[config.mk]
export PLATFORM = sky130hd
export DESIGN_NAME = ccc_lock_reset_manager
export DESIGN_NICKNAME = d
export VERILOG_FILES = /design/src/rtl/ccc_mgr_pkg.sv /design/src/rtl/ccc_lock_reset_manager_sync2_bit.sv /design/src/rtl/ccc_lock_reset_manager.sv
export SDC_FILE = /design/constraint.sdc
export NUM_CORES = 1
export LEC_CHECK = 0
export ABC_AREA = 1
export CORE_MARGIN = 4
export CORE_UTILIZATION = 30
export CTS_BUF_LIST = sky130_fd_sc_hd__clkbuf_8
export DETAILED_ROUTE_END_ITERATION = 10
export SYNTH_ARGS = -nofsm -noshare
export SYNTH_HDL_FRONTEND = slang
export SYNTH_SLANG_ARGS = --single-unit
[constraint.sdc]
create_clock -name CLK -period 3.8 [get_ports CLK]
set_input_delay 0.76 -clock CLK [delete_from_list [all_inputs] [get_ports CLK]]
set_output_delay 0.76 -clock CLK [all_outputs]
set_load 0.02 [all_outputs]
[src/rtl/ccc_mgr_pkg.sv]
// Shared types and helpers for the CCC PLL supervisor / reset sequencer.
package ccc_mgr_pkg;

  // Debug-visible state encoding, exported on STATE.
  typedef enum logic [2:0] {
    ST_POWERDOWN = 3'd0,
    ST_WAIT_LOCK = 3'd1,
    ST_DEBOUNCE  = 3'd2,
    ST_RELEASE   = 3'd3,
    ST_RUN       = 3'd4
  } state_e;

  // Smallest r such that 2**r >= v.
  function automatic int unsigned clog2(input int unsigned v);
    int unsigned r;
    r = 0;
    while ((64'd1 << r) < 64'(v)) r++;
    return r;
  endfunction

  // Increment v, holding at 2**w-1 instead of wrapping.
  function automatic logic [31:0] sat_inc(input logic [31:0] v, input int unsigned w);
    logic [31:0] lim;
    lim = (w >= 32) ? '1 : ((32'd1 << w) - 32'd1);
    return (v >= lim) ? lim : v + 32'd1;
  endfunction

endpackage

[src/rtl/ccc_lock_reset_manager_sync2_bit.sv]
// Two-flop synchroniser for a single asynchronous level, resets to 0.
module sync2_bit (
  input  logic clk_i,
  input  logic rst_ni,
  input  logic d_i,
  output logic q_o
);

  logic meta_q;
  logic sync_q;

  // Capture the asynchronous input through two flops to settle metastability.
  always_ff @(posedge clk_i or negedge rst_ni) begin
    if (!rst_ni) begin
      meta_q <= 1'b0;
      sync_q <= 1'b0;
    end else begin
      meta_q <= d_i;
      sync_q <= meta_q;
    end
  end

  assign q_o = sync_q;

endmodule

[src/rtl/ccc_lock_reset_manager.sv]
// PLL supervisor and staggered reset sequencer for one PolarFire CCC.
// Runs on the free-running reference clock; PLL lock is treated as asynchronous.
module ccc_lock_reset_manager
  import ccc_mgr_pkg::*;
#(
  parameter int unsigned N_DOMAINS    = 3,
  parameter int unsigned PD_CYCLES    = 16,
  parameter int unsigned LOCK_TIMEOUT = 4096,
  parameter int unsigned LOCK_STABLE  = 256,
  parameter int unsigned STAGGER      = 8,
  parameter int unsigned CNT_W        = 8
) (
  input  logic                 CLK,
  input  logic                 RESET_N,
  input  logic                 PLL_LOCK,
  input  logic                 SW_RESTART,
  output logic                 PLL_POWERDOWN_N,
  output logic [N_DOMAINS-1:0] DOMAIN_RESET_N,
  output logic                 PLL_READY,
  output logic [CNT_W-1:0]     LOSS_COUNT,
  output logic [CNT_W-1:0]     FAIL_COUNT,
  output logic [2:0]           STATE
);

  localparam int unsigned SPAN_A = (PD_CYCLES > LOCK_TIMEOUT) ? PD_CYCLES : LOCK_TIMEOUT;
  localparam int unsigned SPAN_B = (LOCK_STABLE > STAGGER * N_DOMAINS) ? LOCK_STABLE
                                                                      : STAGGER * N_DOMAINS;
  localparam int unsigned SPAN   = (SPAN_A > SPAN_B) ? SPAN_A : SPAN_B;
  localparam int unsigned CW     = clog2(SPAN + 1);

  logic                 lock_s;
  state_e               state_q, state_d;
  logic [CW-1:0]        cnt_q, cnt_d;
  logic                 pd_n_q, pd_n_d;
  logic [N_DOMAINS-1:0] rst_q, rst_d;
  logic                 ready_q, ready_d;
  logic [CNT_W-1:0]     loss_q, loss_d;
  logic [CNT_W-1:0]     fail_q, fail_d;

  sync2_bit u_lock_sync (
    .clk_i  (CLK),
    .rst_ni (RESET_N),
    .d_i    (PLL_LOCK),
    .q_o    (lock_s)
  );

  // Next-state logic: restart request beats lock loss, lock beats timeout.
  always_comb begin
    state_d = state_q;
    cnt_d   = cnt_q;
    rst_d   = rst_q;
    loss_d  = loss_q;
    fail_d  = fail_q;
    if (SW_RESTART && (state_q != ST_POWERDOWN)) begin
      state_d = ST_POWERDOWN;
      cnt_d   = '0;
      rst_d   = '0;
    end else begin
      case (state_q)
        ST_POWERDOWN: begin
          rst_d = '0;
          if (cnt_q == CW'(PD_CYCLES - 1)) begin
            state_d = ST_WAIT_LOCK;
            cnt_d   = '0;
          end else begin
            cnt_d = cnt_q + 1'b1;
          end
        end
        ST_WAIT_LOCK: begin
          if (lock_s) begin
            state_d = ST_DEBOUNCE;
            cnt_d   = '0;
          end else if (cnt_q == CW'(LOCK_TIMEOUT - 1)) begin
            state_d = ST_POWERDOWN;
            cnt_d   = '0;
            fail_d  = CNT_W'(sat_inc(32'(fail_q), CNT_W));
          end else begin
            cnt_d = cnt_q + 1'b1;
          end
        end
        ST_DEBOUNCE: begin
          if (!lock_s) begin
            state_d = ST_WAIT_LOCK;
            cnt_d   = '0;
          end else if (cnt_q == CW'(LOCK_STABLE - 1)) begin
            state_d = ST_RELEASE;
            cnt_d   = '0;
          end else begin
            cnt_d = cnt_q + 1'b1;
          end
        end
        ST_RELEASE, ST_RUN: begin
          if (!lock_s) begin
            state_d = ST_POWERDOWN;
            cnt_d   = '0;
            rst_d   = '0;
            loss_d  = CNT_W'(sat_inc(32'(loss_q), CNT_W));
          end else if (state_q == ST_RELEASE) begin
            // RUN is entered the cycle after the last domain is seen released.
            if (&rst_q) begin
              state_d = ST_RUN;
            end else begin
              for (int unsigned i = 0; i < N_DOMAINS; i++) begin
                if (cnt_q == CW'(STAGGER * i)) rst_d[i] = 1'b1;
              end
              cnt_d = cnt_q + 1'b1;
            end
          end
        end
        default: begin
          state_d = ST_POWERDOWN;
          cnt_d   = '0;
          rst_d   = '0;
        end
      endcase
    end
    pd_n_d  = (state_d != ST_POWERDOWN);
    ready_d = (state_d == ST_RUN);
  end

  // State and registered outputs, all cleared by the asynchronous reset.
  always_ff @(posedge CLK or negedge RESET_N) begin
    if (!RESET_N) begin
      state_q <= ST_POWERDOWN;
      cnt_q   <= '0;
      pd_n_q  <= 1'b0;
      rst_q   <= '0;
      ready_q <= 1'b0;
      loss_q  <= '0;
      fail_q  <= '0;
    end else begin
      state_q <= state_d;
      cnt_q   <= cnt_d;
      pd_n_q  <= pd_n_d;
      rst_q   <= rst_d;
      ready_q <= ready_d;
      loss_q  <= loss_d;
      fail_q  <= fail_d;
    end
  end

  assign PLL_POWERDOWN_N = pd_n_q;
  assign DOMAIN_RESET_N  = rst_q;
  assign PLL_READY       = ready_q;
  assign LOSS_COUNT      = loss_q;
  assign FAIL_COUNT      = fail_q;
  assign STATE           = state_q;

endmodule

# ---- After elaboration in Yosys (flattened, before gate mapping)
# Cells that the tools add are included.
dict set report classes {
  muxes 30
  n_eq_ne 16
  addsub 3
  order_cmp 2
  bitwise_logic 2
  n_reduce_logical 14
}
# op n
set op_table {}
lappend op_table {{$mux 13} 9}
lappend op_table {{$pmux 13 s4} 1}
lappend op_table {{$mux 3} 13}
lappend op_table {{$eq 13x4->1 const B} 2}
lappend op_table {{$ne 4x4->1 const B} 5}
lappend op_table {{$add 8x1->8 const B} 2}
lappend op_table {{$ge 8x8->1 const B} 2}
lappend op_table {{$mux 8} 2}
lappend op_table {{$reduce_and 4->1} 4}
lappend op_table {{$add 13x1->13 const B} 1}
lappend op_table {{$eq 13x12->1 const B} 1}
lappend op_table {{$eq 13x5->1 const B} 1}
lappend op_table {{$eq 13x8->1 const B} 1}
lappend op_table {{$logic_not 13->1} 1}
lappend op_table {{$pmux 3 s4} 1}
lappend op_table {{$eq 3x2->1 const B} 2}
lappend op_table {{$eq 3x3->1 const B} 2}
lappend op_table {{$pmux 3 s2} 1}
lappend op_table {{$reduce_and 3->1} 2}
lappend op_table {{$reduce_bool 3->1} 2}
lappend op_table {{$reduce_or 2->1} 2}
lappend op_table {{$eq 3x1->1 const B} 1}
lappend op_table {{$logic_not 3->1} 1}
lappend op_table {{$mux 1} 3}
lappend op_table {{other kinds (4)} 5}
dict set report word_totals {
  output_inout_bits 24
  ff_bits 39
  inputBits 4
}

# ---- Depth between registers and ports, before layout
dict set report logic_depth {
  depth_word 7
  mapped_depth 12
  depth_no_buf 12
}

# ---- Hierarchy
# A second synthesis with hierarchy kept.
dict set report hier_totals {
  cells_unflattened 325
  hier_area_um2 2366.0
}
# module area_each_um2 seq_area_each_um2 n_inst cells_each
set by_module_without_submodules {}
lappend by_module_without_submodules {ccc_lock_reset_manager 2316.0 925.9 1 323}
lappend by_module_without_submodules {sync2_bit 50.0 50.0 1 2}

# ---- Worst setup path after synthesis
# Ideal clock, no wire load.
dict set report synth_path {
  kind {register to register}
  start {register cnt_q[0]}
  end {register cnt_q[2]}
  required_time_ns 3.678
  setup_slack_ns 2.186
  path_stages_with_launch 9
  n_path_buf 0
  t_arrival_ns 1.492
  path_cell_list {dfrtp_1 ha_1 nand3_4 nor2_4 nand3_4 a21oi_2 nand3_4 nand2_4 o21ai_2}
}
dict set report synth_between {
  elab_chain_len 6
}
# element line_no
set synth_lines {}
lappend synth_lines {{from (decl)} ccc_lock_reset_manager.sv:33} ;# logic [CW-1:0] cnt_q, cnt_d;
lappend synth_lines {{from (signal assigned)} ccc_lock_reset_manager.sv:133} ;# cnt_q <= cnt_d;
lappend synth_lines {{$add 13x1->13} -}
lappend synth_lines {{$mux 13} ccc_lock_reset_manager.sv:100} ;# if (&rst_q) begin
lappend synth_lines {{$mux 13} ccc_lock_reset_manager.sv:98} ;# end else if (state_q == ST_RELEASE) begin
lappend synth_lines {{$mux 13} ccc_lock_reset_manager.sv:93} ;# if (!lock_s) begin
lappend synth_lines {{$pmux 13 s4 *} ccc_lock_reset_manager.sv:59} ;# case (state_q)
lappend synth_lines {{$mux 13 *} ccc_lock_reset_manager.sv:54} ;# if (SW_RESTART && (state_q != ST_POWERDOWN)) begin
# Mark *: on every way between the ends. The rest lies on a longest branch, timed or not. The select of a mux whose other input is x is not followed.
# A chain may end at the register's enable or synchronous reset.

# ---- Worst setup path after layout
dict set report layout_path {
  start {input port SW_RESTART}
  end {register cnt_q[7]}
}
dict set report layout_between {
  elab_chain_len 3
}
# element line_no
set layout_lines {}
lappend layout_lines {{from (decl)} ccc_lock_reset_manager.sv:16} ;# input logic SW_RESTART,
lappend layout_lines {{$logic_and 1x1->1 *} ccc_lock_reset_manager.sv:54}
lappend layout_lines {{$ne 4x4->1 (no source line)} -}
lappend layout_lines {{$reduce_and 2->1 (no source line)} -}
# Mark *: on every way between the ends. The rest lies on a longest branch, timed or not.

==> metrics.md <==
| Metric | Value |
|---|---|
| Status | `completed` |
| Largest net degree at the start of global routing | `40` |
| Reg2reg setup slack | `1.53 ns` |
| Grt met1 use | `between 10% and 20%` |
| Top Usage Layer GRT | `met2` |
| Hold Fails Final Rpt | `0` |
| Die Ht | `slightly below 100 µm` |
| Setup TNS | `0 ns` |
| CTS root buf | `clkbuf_8` |
| CTS tree | `built` |
| Fin crit share | `approximately three fifths` |
| CTS Buf Count | `5` |
| R2R Path End | `cnt_q[7]$_DFFE_PN0P_` |
| Synth Register Bits | `39` |
| Post-CTS Setup Bufs | `0` |
| Site Rows | `32` |
| Origin of the critical flop-to-flop path | `STATE[0]$_DFF_PN0_` |
| First-pass DRT Iterations | `4` |
| H-tree levels | `2` |
| Synth unique cells | `31` |
| Share of cells above drive strength 1 | `about 12%` |
| Post-synthesis area per instance | `~7.7 µm²` |
| Initial Utilization | `31.4%` |
| Unrepaired setup endpoints after global routing | `false` |
| Clk Latency, worst-skew pair | `around 0.29 ns` |
| Initial antenna violation count | `0` |
| Max clock buf depth | `2` |
| Die Wd | `98.6 µm` |
| Hold Crit Class | `reg -> reg` |
| Mapped Cells | `322` |
| Met3 Use GR | `~2.9%` |
| Crit Path Max Fanout | `13` |
| Max-cap violations | `0` |
| Vias/cell | `about 4.7` |
| Final WL | `~5.3 mm` |
| Slew Limit Fails | `0` |
| Residual DRC count | `0` |
| End point of the critical path | `cnt_q[7]$_DFFE_PN0P_` |
| Grt ovf | `0` |
| Vias in the first global route | `2,018` |
| WP data arrival | `approximately 2.5 ns` |
| VDD IR max | `0.000145 V` |
| Fillers | `~840` |
| Sink Count | `39` |
| Area of the die | `about 10000 µm²` |
| Clk slew on worst S/H paths | `roughly 0.070 ns` |
| WHS | `0.362 ns` |
| CP Launch Type | `primary input` |
| Fin nets | `between 300 and 400` |
| Least-Margin Pin Slew | `around 0.87 ns` |
| Post-DRT Antenna Nets | `0` |
| R2R depth | `8` |
| GR Util met2 | `17.8%` |
| CP endpoint kind | `flip-flop` |
| # port buffers | `27` |
| Rel. slew slack | `between 40% and 50%` |
| Cts-stage hold buffer count | `0` |
| GRT Total Usage | `a little under an eighth` |
| Post-layout min period | `around 2.3 ns` |
| Setup crit start | `SW_RESTART` |
| Hpwl dp | `between 4 and 5 mm` |
| CORE AREA | `about 7800 µm²` |
| Area growth from synthesis to layout | `17.8%` |
| Final setup viols | `0` |
| Leakage power | `~0.0014 µW` |
| Clock Skew | `~0.0073 ns` |
| Antenna cells | `0` |
| Syn Nets | `330` |
| Critical path required time | `between 3 and 4 ns` |
| Initial DRC Count | `between 100 and 150` |
| Via Count | `2,118` |
| Routability Congestion | `slightly above 0.8` |
| Wire length per cell | `between 10 and 15 µm` |
| Post-Syn Area | `around 2500 µm²` |
| Sequential area share after synthesis | `39.6%` |
| I/O pin cnt | `28` |
| First-pass GRT wire length | `a little over 9 mm` |
| PwrDens | `between 400 and 500 nW/µm²` |
| Core Util, Final | `a little under two fifths` |
| Synth warn | `0` |
| # resized after CTS | `0` |
| Fmax | `between 400 and 500 MHz` |
| Setup Crit Path Kind | `in -> reg` |
-- layer usage --
| layer | vias up | routed length (µm) | part of all wire (%) |
|---|---|---|---|
| met2 | 39 | 2470 | 46 |
| met1 | 966 | 2540 | 48 |
| met5 | - | 0 | 0 |
| li1 | 1105 | - | - |
| met3 | 8 | 252 | 4.7 |
| met4 | 0 | 63 | 1.2 |
-- stage by stage --
stage | std cells | setup slack (ns) | cell area (µm²) | power (µW)
floorplan | 322 | 2.19 | 2460 | 936
global placement | 447 | 1.27 | 2820 | 1080
detailed placement | 447 | 1.19 | 2820 | 1090
CTS | 455 | 1.47 | 2900 | 1370
global route | 455 | 1.38 | 2900 | 1450
finish | 455 | 1.47 | 2900 | 1340
-- state kept, by name, indices dropped and copies added, names as in the netlist --
signal / count
STATE: 3
PLL_READY: 1
PLL_POWERDOWN_N: 1
FAIL_COUNT: 8
u_lock_sync.meta_q: 1
u_lock_sync.q_o: 1
LOSS_COUNT: 8
cnt_q: 13
DOMAIN_RESET_N: 3
-- cell type report --
type | count | area (µm²) | share of cell area, %
Multi-Input combinational cell | 230 | 1270 | 43.7
Sequential cell | 39 | 976 | 33.6
Timing Repair Buffer | 27 | 265 | 9.13
Inverter | 49 | 184 | 6.33
Tap cell | 102 | 128 | 4.39
Clock buffer | 5 | 68.8 | 2.37
Clock inverter | 3 | 12.5 | 0.431
-- cells by family after synthesis --
logic type,count (synthesis),synth area share [%]
AOI/OAI and AO/OA,47,11.9
xor gates and xnor gates,7,2.49
adders and majority gates,4,2.03
buffers and inverters,53,8.88
DFF,39,39.6
and+or+nand+nor,172,35.1
-- synth_stat cells, drive strengths merged --
| master | count | share of area, % |
|---|---|---|
| inv | 49 | 7.5 |
| a21o | 1 | 0.30 |
| a31oi | 2 | 0.76 |
| nand3b | 2 | 0.61 |
| nor4 | 1 | 0.25 |
| o211ai | 2 | 0.61 |
| nand4 | 9 | 2.3 |
| buf | 4 | 1.4 |
| xor2 | 4 | 1.4 |
| nor2 | 39 | 8.3 |
| nand3 | 32 | 8.0 |
| dfrtp | 39 | 40 |
| xnor2 | 3 | 1.1 |
| ha | 4 | 2.0 |
| nand2 | 78 | 13 |
| nor3 | 11 | 2.7 |
| o21ai | 20 | 4.8 |
| a21oi | 22 | 5.4 |
-- where the power goes --
group / internal, µW / switching [µW] / total [µW]
logic: 198 / 341 / 539
registers: 470 / 70.0 / 540
clock network: 123 / 141 / 264
total: 791 / 552 / 1340
-- critical path, stage by stage --
cell             delay, ns
clkdlybuf4s50_1       0.45
nand2_4               0.13
nand2_2               0.08
nor2_2                0.50
inv_2                 0.28
a21oi_1               0.24
a21oi_2               0.05
-- cells in the final DEF, fill, tap and decap left out, drive strengths merged --
master         instances
o211ai                 2
a21o                   1
o21ai                 20
xor2                   4
ha                     4
nand4                  9
nor3                  11
clkinv                 1
nand2                 78
clkdlybuf4s50         26
xnor2                  3
inv                   51
dfrtp                 39
nand3b                 2
nor2                  39
buf                    1
a31oi                  2
nand3                 32
a21oi                 22
nor4                   1
clkbuf                 5
-- worst min-delay path by stage --
stage	start	cells after the start	slack (ns)	end
floorplan	u_lock_sync.meta_q$_DFF_PN0_	0	0.33	u_lock_sync.q_o$_DFF_PN0_
global placement	u_lock_sync.meta_q$_DFF_PN0_	0	0.34	u_lock_sync.q_o$_DFF_PN0_
detailed placement	u_lock_sync.meta_q$_DFF_PN0_	0	0.35	u_lock_sync.q_o$_DFF_PN0_
CTS	u_lock_sync.meta_q$_DFF_PN0_	0	0.37	u_lock_sync.q_o$_DFF_PN0_
global route	u_lock_sync.meta_q$_DFF_PN0_	0	0.38	u_lock_sync.q_o$_DFF_PN0_
finish	u_lock_sync.meta_q$_DFF_PN0_	0	0.36	u_lock_sync.q_o$_DFF_PN0_
Note: power is estimated with default switching activity, not from simulation.
